<file path="src/rtl/ones_pkg.sv">
// Shared types for the ones index serializer: FSM states, index-width helper
// and the registered beat record.
package ones_pkg;

  localparam int WIDTH_DEF = 64;

  function automatic int idx_width(input int width);
    return (width < 2) ? 1 : $clog2(width);
  endfunction

  localparam int IDX_W_DEF = idx_width(WIDTH_DEF);

  typedef enum logic {
    IDLE = 1'b0,
    EMIT = 1'b1
  } state_e;

  typedef logic [IDX_W_DEF-1:0] idx_t;
  typedef logic [IDX_W_DEF:0]   cnt_t;

  // Sized for WIDTH_DEF; the extra count bit holds an ordinal equal to WIDTH.
  typedef struct packed {
    idx_t idx;
    cnt_t cnt;
    logic last;
    logic zero;
  } beat_t;

endpackage

</file>
<file path="src/rtl/ones_index_serializer_if.sv">
// Word-in / bit-index-out handshake bundle. master = producer+consumer side,
// slave = the serializer.
interface ones_index_serializer_if #(
  parameter int WIDTH = ones_pkg::WIDTH_DEF
);
  localparam int WIDTH2 = ones_pkg::idx_width(WIDTH);

  logic [WIDTH-1:0]  data_i;
  logic              data_val_i;
  logic              data_rdy_o;
  logic [WIDTH2-1:0] idx_o;
  logic [WIDTH2:0]   cnt_o;
  logic              idx_val_o;
  logic              idx_last_o;
  logic              zero_o;
  logic              idx_rdy_i;

  modport master (
    output data_i, data_val_i, idx_rdy_i,
    input  data_rdy_o, idx_o, cnt_o, idx_val_o, idx_last_o, zero_o
  );

  modport slave (
    input  data_i, data_val_i, idx_rdy_i,
    output data_rdy_o, idx_o, cnt_o, idx_val_o, idx_last_o, zero_o
  );

endinterface

</file>
<file path="src/rtl/lsb_finder.sv">
// Combinational priority encoder: index of the lowest set bit plus a found flag.
module lsb_finder #(
  parameter int WIDTH = 64,
  parameter int IDX_W = 6
) (
  input  logic [WIDTH-1:0] data_i,
  output logic [IDX_W-1:0] idx_o,
  output logic             found_o
);

  // Scan from the top so the lowest set bit is the one that sticks.
  always_comb begin
    idx_o = '0;
    for (int i = WIDTH - 1; i >= 0; i--) begin
      if (data_i[i]) idx_o = IDX_W'(i);
    end
  end

  assign found_o = |data_i;

endmodule

</file>
<file path="src/rtl/ones_index_serializer.sv">
// Walks an accepted word and emits the index of each set bit, lowest first,
// with a running 1-based ordinal; an all-zero word yields one zero beat.
module ones_index_serializer
  import ones_pkg::*;
#(
  parameter int WIDTH  = WIDTH_DEF,
  parameter int WIDTH2 = idx_width(WIDTH)
) (
  input logic                    clk_i,
  input logic                    srst_n_i,
  ones_index_serializer_if.slave bus
);

  state_e           state_q, state_d;
  logic [WIDTH-1:0] shadow_q, shadow_d;
  beat_t            beat_q, beat_d;
  logic             val_q, val_d;
  logic             rdy_q, rdy_d;

  logic [WIDTH-1:0] shadow_nxt;
  logic [WIDTH-1:0] find_in;
  idx_t             find_idx;
  logic             find_hit;
  logic             find_single;
  logic             beat_hs;

  assign beat_hs    = val_q & bus.idx_rdy_i;
  assign shadow_nxt = shadow_q & (shadow_q - WIDTH'(1));

  // One finder serves both the incoming word (first beat) and the shadow with
  // the current bit dropped (every following beat), so all beats are registered.
  assign find_in     = (state_q == IDLE) ? bus.data_i : shadow_nxt;
  assign find_single = find_hit && ((find_in & (find_in - WIDTH'(1))) == '0);

  lsb_finder #(
    .WIDTH (WIDTH),
    .IDX_W (IDX_W_DEF)
  ) u_lsb_finder (
    .data_i  (find_in),
    .idx_o   (find_idx),
    .found_o (find_hit)
  );

  always_comb begin
    state_d  = state_q;
    shadow_d = shadow_q;
    beat_d   = beat_q;
    val_d    = val_q;
    rdy_d    = rdy_q;
    case (state_q)
      IDLE: begin
        rdy_d = 1'b1;
        if (rdy_q && bus.data_val_i) begin
          state_d     = EMIT;
          shadow_d    = bus.data_i;
          rdy_d       = 1'b0;
          val_d       = 1'b1;
          beat_d.idx  = find_idx;
          beat_d.cnt  = find_hit ? cnt_t'(1) : cnt_t'(0);
          beat_d.last = find_single | ~find_hit;
          beat_d.zero = ~find_hit;
        end
      end
      EMIT: begin
        if (beat_hs) begin
          if (beat_q.last) begin
            state_d  = IDLE;
            val_d    = 1'b0;
            rdy_d    = 1'b1;
            beat_d   = '0;
            shadow_d = '0;
          end else begin
            shadow_d    = shadow_nxt;
            beat_d.idx  = find_idx;
            beat_d.cnt  = beat_q.cnt + cnt_t'(1);
            beat_d.last = find_single;
            beat_d.zero = 1'b0;
          end
        end
      end
    endcase
  end

  always_ff @(posedge clk_i) begin
    if (!srst_n_i) begin
      state_q  <= IDLE;
      shadow_q <= '0;
      beat_q   <= '0;
      val_q    <= 1'b0;
      rdy_q    <= 1'b0;
    end else begin
      state_q  <= state_d;
      shadow_q <= shadow_d;
      beat_q   <= beat_d;
      val_q    <= val_d;
      rdy_q    <= rdy_d;
    end
  end

  assign bus.data_rdy_o = rdy_q;
  assign bus.idx_val_o  = val_q;
  assign bus.idx_o      = beat_q.idx;
  assign bus.cnt_o      = beat_q.cnt;
  assign bus.idx_last_o = beat_q.last;
  assign bus.zero_o     = beat_q.zero;

endmodule

</file>
<file path="src/flat_wrapper.sv">
// flat-port wrapper written by rule: the top's interface ports become plain ports
module ones_index_serializer_flat import ones_pkg::*;
#(
  parameter int WIDTH  = WIDTH_DEF,
  parameter int WIDTH2 = idx_width(WIDTH)
)
  (clk_i, srst_n_i, bus_data_i, bus_data_val_i, bus_idx_rdy_i, bus_data_rdy_o, bus_idx_o, bus_cnt_o, bus_idx_val_o, bus_idx_last_o, bus_zero_o);
  ones_index_serializer_if #(.WIDTH(WIDTH)) bus_i ();
  input logic clk_i;
  input logic srst_n_i;
  input wire logic [$bits(bus_i.data_i)-1:0] bus_data_i;
  input wire logic [$bits(bus_i.data_val_i)-1:0] bus_data_val_i;
  input wire logic [$bits(bus_i.idx_rdy_i)-1:0] bus_idx_rdy_i;
  output wire logic [$bits(bus_i.data_rdy_o)-1:0] bus_data_rdy_o;
  output wire logic [$bits(bus_i.idx_o)-1:0] bus_idx_o;
  output wire logic [$bits(bus_i.cnt_o)-1:0] bus_cnt_o;
  output wire logic [$bits(bus_i.idx_val_o)-1:0] bus_idx_val_o;
  output wire logic [$bits(bus_i.idx_last_o)-1:0] bus_idx_last_o;
  output wire logic [$bits(bus_i.zero_o)-1:0] bus_zero_o;
  assign bus_i.data_i = bus_data_i;
  assign bus_i.data_val_i = bus_data_val_i;
  assign bus_i.idx_rdy_i = bus_idx_rdy_i;
  assign bus_data_rdy_o = bus_i.data_rdy_o;
  assign bus_idx_o = bus_i.idx_o;
  assign bus_cnt_o = bus_i.cnt_o;
  assign bus_idx_val_o = bus_i.idx_val_o;
  assign bus_idx_last_o = bus_i.idx_last_o;
  assign bus_zero_o = bus_i.zero_o;
  ones_index_serializer #(.WIDTH(WIDTH), .WIDTH2(WIDTH2)) u_core (.clk_i(clk_i), .srst_n_i(srst_n_i), .bus(bus_i));
endmodule
</file>
<file path="config.mk">
export PLATFORM = sky130hd
export DESIGN_NAME = ones_index_serializer_flat
export DESIGN_NICKNAME = d
export VERILOG_FILES = /design/src/rtl/ones_pkg.sv /design/src/rtl/ones_index_serializer_if.sv /design/src/rtl/lsb_finder.sv /design/src/rtl/ones_index_serializer.sv /design/src/flat_wrapper.sv
export SDC_FILE = /design/constraint.sdc
export NUM_CORES = 1
export LEC_CHECK = 0
export BUFFER_PORTS_ARGS = -buffer_cell sky130_fd_sc_hd__clkbuf_2
export CAP_MARGIN = 20
export CORE_MARGIN = 2
export CORE_UTILIZATION = 55
export DETAILED_ROUTE_END_ITERATION = 6
export PLACE_DENSITY = 0.76
export SLEW_MARGIN = 20
export SYNTH_ARGS = -nofsm -noshare
export SYNTH_HDL_FRONTEND = slang
export SYNTH_SLANG_ARGS = --single-unit
</file>
<file path="constraint.sdc">
create_clock -name clk_i -period 9.8 [get_ports clk_i]
set_clock_uncertainty 0.05 [all_clocks]
set_input_delay 0.49 -clock clk_i [delete_from_list [all_inputs] [get_ports clk_i]]
set_output_delay 0.49 -clock clk_i [all_outputs]
set_load 0.01 [all_outputs]
</file>
## Word-level counts from Yosys, hierarchy flattened

Index checks and enable logic that the tools add are counted.

- Register bits: 82
- Latch bits: 0
- RAM bits: 0
- Bits in read-only memories: 0
- Input port bits: 68
- Memories kept: 0

- Add/subtract/negate cells: 3
- Multipliers: 0
- Div/mod/pow operators: 0
- $lt $le $gt $ge: 0
- Eq/ne operators: 3
- Shift operators: 0
- Mux-type cells: 86
- Bitwise logic cells: 6
- Reduce and logical (&&, ||, !) cells: 7

Operator list:

| kind | count |
|---|---|
| 2-to-1 mux 6 bit | 64 |
| 2-to-1 mux 64 bit | 4 |
| bitwise AND 64 bit | 2 |
| one-hot mux 64 bit (2 select lines) | 1 |
| subtractor 64 x 1 -> 64 bit (second input constant) | 2 |
| zero test 64 bit | 1 |
| OR reduction 64 bit | 1 |
| 2-to-1 mux 15 bit | 3 |
| one-hot mux 15 bit (2 select lines) | 1 |
| 2-to-1 mux 1 bit | 10 |
| adder 7 x 1 -> 7 bit (second input constant) | 1 |
| != test 2 bit (second input constant) | 3 |
| one-hot mux 1 bit (2 select lines) | 3 |
| AND reduction 2 bit | 2 |
| AND reduction 3 bit | 1 |
| logical AND 1 bit | 2 |
| inverter 1 bit | 2 |
| bitwise AND 1 bit | 1 |
| bitwise OR 1 bit | 1 |

## Depth between registers and ports, before layout

- Depth in word-level cells: 70
- Mapped depth: 15

## By module

Synthesis repeated with hierarchy kept, for this count alone.

- Cell total of the unflattened synthesis: 1,090
- Area, all modules: 7,432.1 um2

Modules (own cells, without submodules):

| module | times used | cells an instance | area an instance (um2) | seq. area each (um2) |
|---|---|---|---|---|
| ones_index_serializer | 1 | 945 | 6,545.0 | 1,641.6 |
| lsb_finder | 1 | 145 | 887.1 | 0.0 |

## Worst setup path before layout

OpenSTA, ideal clock, no wires.

- Kind: register -> register
- From: reg u_core.shadow_q[11]
- To: reg u_core.beat_q, in the netlist u_core.bus.idx_last_o
- Data arrival time: 3.675 ns
- Data required time: 9.691 ns
- Path slack: 6.016 ns
- Cell stages (with the launch flop): 14
- Path buffers: 2
- Clock period less this slack: 3.784 ns
- Cell sequence: dfxtp_1 -> or4_1 -> buf_2 -> or4_1 -> buf_2 -> or4_4 -> a31oi_4 -> nand4_4 -> nor3_4 -> nand3_2 -> o41ai_2 -> nand4_1 -> nor4_2 -> a22o_1

- Word-level cells in the longest chain between the ends: 10
- Elaborated cells between the ends (all ways): 14
- Those cells by class: add/sub (2); mux (5); bitwise (4); reduce/logical (3)

RTL lines:

| element | line | RTL |
|---|---|---|
| start: declaration | ones_index_serializer.sv:15 | `logic [WIDTH-1:0] shadow_q, shadow_d;` |
| start signal: assignment | ones_index_serializer.sv:93 | `shadow_q <= shadow_d;` |
| subtractor 64 x 1 -> 64 bit | ones_index_serializer.sv:28 | `assign shadow_nxt = shadow_q & (shadow_q - WIDTH'(1));` |
| bitwise AND 64 bit (*) | ones_index_serializer.sv:28 |  |
| 2-to-1 mux 64 bit (*) | ones_index_serializer.sv:32 | `assign find_in = (state_q == IDLE) ? bus.data_i : shadow_nxt;` |
| subtractor 64 x 1 -> 64 bit | ones_index_serializer.sv:33 | `assign find_single = find_hit && ((find_in & (find_in - WIDTH'(1))) == '0);` |
| bitwise AND 64 bit | ones_index_serializer.sv:33 |  |
| zero test 64 bit | ones_index_serializer.sv:33 |  |
| logical AND 1 bit | ones_index_serializer.sv:33 |  |
| 2-to-1 mux 15 bit or bitwise OR 1 bit (tied branches) | ones_index_serializer.sv:66, ones_index_serializer.sv:60 |  |
| 2-to-1 mux 15 bit (on tied branches) | ones_index_serializer.sv:65, ones_index_serializer.sv:53 |  |
| one-hot mux 15 bit (2 select lines) (*) | ones_index_serializer.sv:50 | `case (state_q)` |
| end signal: assignment | ones_index_serializer.sv:94 | `beat_q <= beat_d;` |
| end: declaration | ones_index_serializer.sv:16 | `beat_t beat_q, beat_d;` |

Every way passes the cells marked *; elsewhere a longest branch is shown, timed or not. The select of a mux whose other input is x is not followed.
A chain may end at the register's enable or synchronous reset.

## Worst setup path in the final report

- From: reg u_core.shadow_q[0]
- To: reg u_core.beat_q, in the netlist u_core.bus.idx_last_o

The elaborated chain is that of the path after synthesis.

==> PnR_summary.wiki <==
{| class="wikitable"
! Metric !! Value
|-
| Synthesized net count || 1111
|-
| Clock tree from TritonCTS || done
|-
| Via-per-instance ratio || 6.74
|-
| Antenna violation net count after detailed routing || 0
|-
| Layout Nets || 1148
|-
| Antenna cell count || 0
|-
| Maximum capacitance violations || 0
|-
| Max VDD drop || 0.0000802 V
|-
| Register bit count reported by yosys || 82
|-
| Die boundary width || 119 µm
|-
| Transition time at the pin with the least slew margin || 0.902 ns
|-
| Main synth FF type || sky130_fd_sc_hd__dfxtp_1
|-
| Kind of start point of the critical path || flip-flop
|-
| Worst path required time || 10.06 ns
|-
| Cell area after layout || 8030 µm²
|-
| Max-slew violation count || 0
|-
| Final Critical Period || 4.85 ns
|-
| Final Setup Violations || 0
|-
| Fraction of synthesized cell area taken by the top area cell type || 22.7%
|-
| CTS HTree Levels || 3
|-
| Vias in the first global route || 7364
|-
| Hold buffer count at CTS || 0
|-
| Most frequent cell after synthesis || sky130_fd_sc_hd__nand2_1
|-
| Leak pwr || 2.87 nW
|-
| Register area share after synthesis || 22.7%
|-
| Final hold violation count || 0
|-
| EDFF count, synth || 0
|-
| Placeable core region || 12700 µm²
|-
| Post-route total power || 0.00120 W
|-
| Number of ports placed on the die boundary || 85
|-
| Synth async-reset ratio || 0%
|-
| First-pass GRT wire length || 38500 µm
|-
| Maximum net fanout on the critical path || 16
|-
| Maximum single-stage delay on the critical path || 0.73 ns
|-
| Highest attainable clock frequency || 0.206 GHz
|-
| Non-filler cells in the finished layout || 1256
|-
| Largest cells by area after synthesis || sky130_fd_sc_hd__dfxtp_1 (23%), sky130_fd_sc_hd__nor2b_1 (7.2%), sky130_fd_sc_hd__nand2_1 (6.4%)
|-
| Largest net degree at the start of global routing || 87
|-
| Top cells by instance count after synthesis || sky130_fd_sc_hd__nand2_1 (123), sky130_fd_sc_hd__nor2_1 (85), sky130_fd_sc_hd__nor2b_1 (83)
|-
| FP Rows || 41
|-
| Cell-by-cell listing of the critical path || nor4_4 -> and4_1 -> nand2_1 -> o41ai_1 -> a31oi_1 -> nor4b_2 -> nand3_2 -> o41ai_2 -> nand4_1 -> nor4_2 -> a22o_1
|-
| Total DRC errors in the routed layout || 0
|-
| Count of mapped cells out of synthesis || 1042
|-
| WL final || 24300 µm
|-
| Average cell area after synthesis || 6.94 µm²
|-
| Dominant cell type by area after synthesis || sky130_fd_sc_hd__dfxtp_1
|-
| Post-placement cell area || 7690 µm²
|-
| Power density over the cells || 149 nW/µm²
|-
| Total GRT Usage || 33.4%
|-
| Area of the multi-input gates || 5310 µm²
|-
| Effective utilization at floorplan || 56.8%
|-
| Antenna violations before repair || 0
|-
| Wire length per cell after detailed routing || 19.4 µm
|-
| Initial drt markers || 1114
|-
| Number of buffers on the longest clock path || 2
|-
| Class of the tightest hold or removal check || input pin to flip-flop
|-
| Total number of vias || 8467
|-
| Filler cells || 1233
|-
| Critical path capture point type || flip-flop
|-
| Dpl hpwl || 17400 µm
|-
| Max-slew headroom at the worst pin || 38.3%
|-
| Number of CTS-inserted buffers || 9
|-
| Final setup TNS || 0 ns
|-
| Layout area overhead || 11.0%
|-
| Start-to-end type of the worst setup path || flip-flop to flip-flop
|-
| Die outline area || 14100 µm²
|-
| Sequential Area || 1650 µm²
|-
| Number of warning messages in the yosys log || 0
|-
| Number of iterations in the first detailed-routing pass || 6
|-
| Data arrival, critical path || 5.11 ns
|-
| Remaining global-route overflow || 0
|-
| Placed cell count || 1240
|-
| CTS Sinks || 82
|-
| Count of buffers added by post-CTS timing repair for setup || 0
|-
| Post-synthesis instance area || 7230 µm²
|-
| Final clock period utilization by the worst path || 49.5%
|-
| Port Buf Inserts || 84
|-
| Unrepaired setup endpoints after global routing || no
|-
| Clock Pin Slew Worst Setup and Hold Paths || 0.07 ns
|-
| Number of distinct library cell variants in the gate-level netlist after synthesis || 81
|-
| Number of resized instances in the post-cts repair step || 0
|-
| Latest clock arrival within the worst-skew pair || 0.36 ns
|-
| Placer's final routability congestion estimate || 0.982
|-
| Status || finished clean
|-
| Clk root buf || sky130_fd_sc_hd__clkbuf_16
|-
| Fin util || 63.1%
|-
| Share of layout cells above drive strength 1 || 13.5%
|-
| Slowest stage cell, crit path || sky130_fd_sc_hd__o41ai_1
|-
| Chip Height || 119 µm
|}
[worst paths after layout]
path                                           from               endpoint  slack (ns)  cells past startpoint
worst min register to register  u_core.bus.idx_o[5]    u_core.bus.idx_o[5]        0.43                      2
worst min-delay path                 bus_data_i[33]    u_core.shadow_q[33]        0.36                      3
worst max-delay path             u_core.shadow_q[0]  u_core.bus.idx_last_o        4.95                     11
worst max register to register   u_core.shadow_q[0]  u_core.bus.idx_last_o        4.95                     11
[stage by stage]
stage	hold slack (ns)	setup WS (ns)
global placement	0.402	5.24
CTS	0.351	5.14
floorplan	0.412	6.02
detailed placement	0.429	5.17
finish	0.355	4.95
global route	0.392	4.56
[placed cells by master (no fill, tap or decap), drive strengths merged, types with 6 or more instances in the layout]
| cell type | netlist | final |
|---|---|---|
| a2111oi | 7 | 7 |
| a211oi | 8 | 8 |
| a21boi | 23 | 23 |
| a21o | 12 | 12 |
| a21oi | 71 | 71 |
| a22oi | 40 | 40 |
| a31o | 6 | 6 |
| a31oi | 38 | 38 |
| and2 | 12 | 12 |
| and3 | 7 | 7 |
| buf | 16 | 9 |
| clkbuf | 51 | 93 |
| dfxtp | 82 | 82 |
| inv | 9 | 14 |
| nand2 | 123 | 123 |
| nand2b | 16 | 16 |
| nand3 | 35 | 35 |
| nand4 | 25 | 25 |
| nor2 | 86 | 86 |
| nor2b | 83 | 83 |
| nor3 | 44 | 44 |
| nor4 | 26 | 26 |
| o211ai | 7 | 7 |
| o21a | 6 | 6 |
| o21ai | 79 | 79 |
| o31ai | 10 | 10 |
| o41ai | 6 | 6 |
| or2 | 8 | 8 |
| or3 | 19 | 19 |
| or4 | 12 | 12 |
[worst max-delay path, delay by kind of cell (launching register included)]
kind	cells	cell delay (ns)
compound gates	4	1.48
flops	1	0.41
simple gates	7	2.83
[cell type report]
type,count,area share [%]
clock buffers,9,2.81
clock inverters,7,1.33
inverters,9,0.421
multi-input cells,884,66.2
flip-flops and latches,82,20.5
well taps,172,2.68
repair buffers,93,6.08
[state kept, by name (all words and copies together), names as in the netlist]
name / count
u_core.shadow_q: 64
u_core.bus.idx_val_o: 1
u_core.state_q: 1
u_core.bus.zero_o: 1
u_core.bus.idx_o: 6
u_core.bus.data_rdy_o: 1
u_core.bus.idx_last_o: 1
u_core.bus.cnt_o: 7
[routing by layer]
layer | part of all wire [%] | global-route usage, %
met5 | 0 | 0
met3 | 9.7 | 4.68
met2 | 44 | 50.8
met4 | 3.3 | 14.3
met1 | 43 | 47.0
[cell families after synthesis]
group | Yosys count | share of synthesized area [%]
compound gates | 365 | 34.0
xor+xnor | 4 | 0.485
fa+ha+maj | 2 | 0.312
buf+inv | 76 | 4.07
flops | 82 | 22.7
mux | 4 | 0.554
simple gates | 509 | 37.9
[report_power, final]
part / internal [W] / switching, W / total, W
registers: 0.000350 / 0.0000339 / 0.000384
logic: 0.000137 / 0.000279 / 0.000416
clock network: 0.000229 / 0.000166 / 0.000395
total: 0.000717 / 0.000479 / 0.00120
No activity file was read; power rests on OpenSTA's default activity.
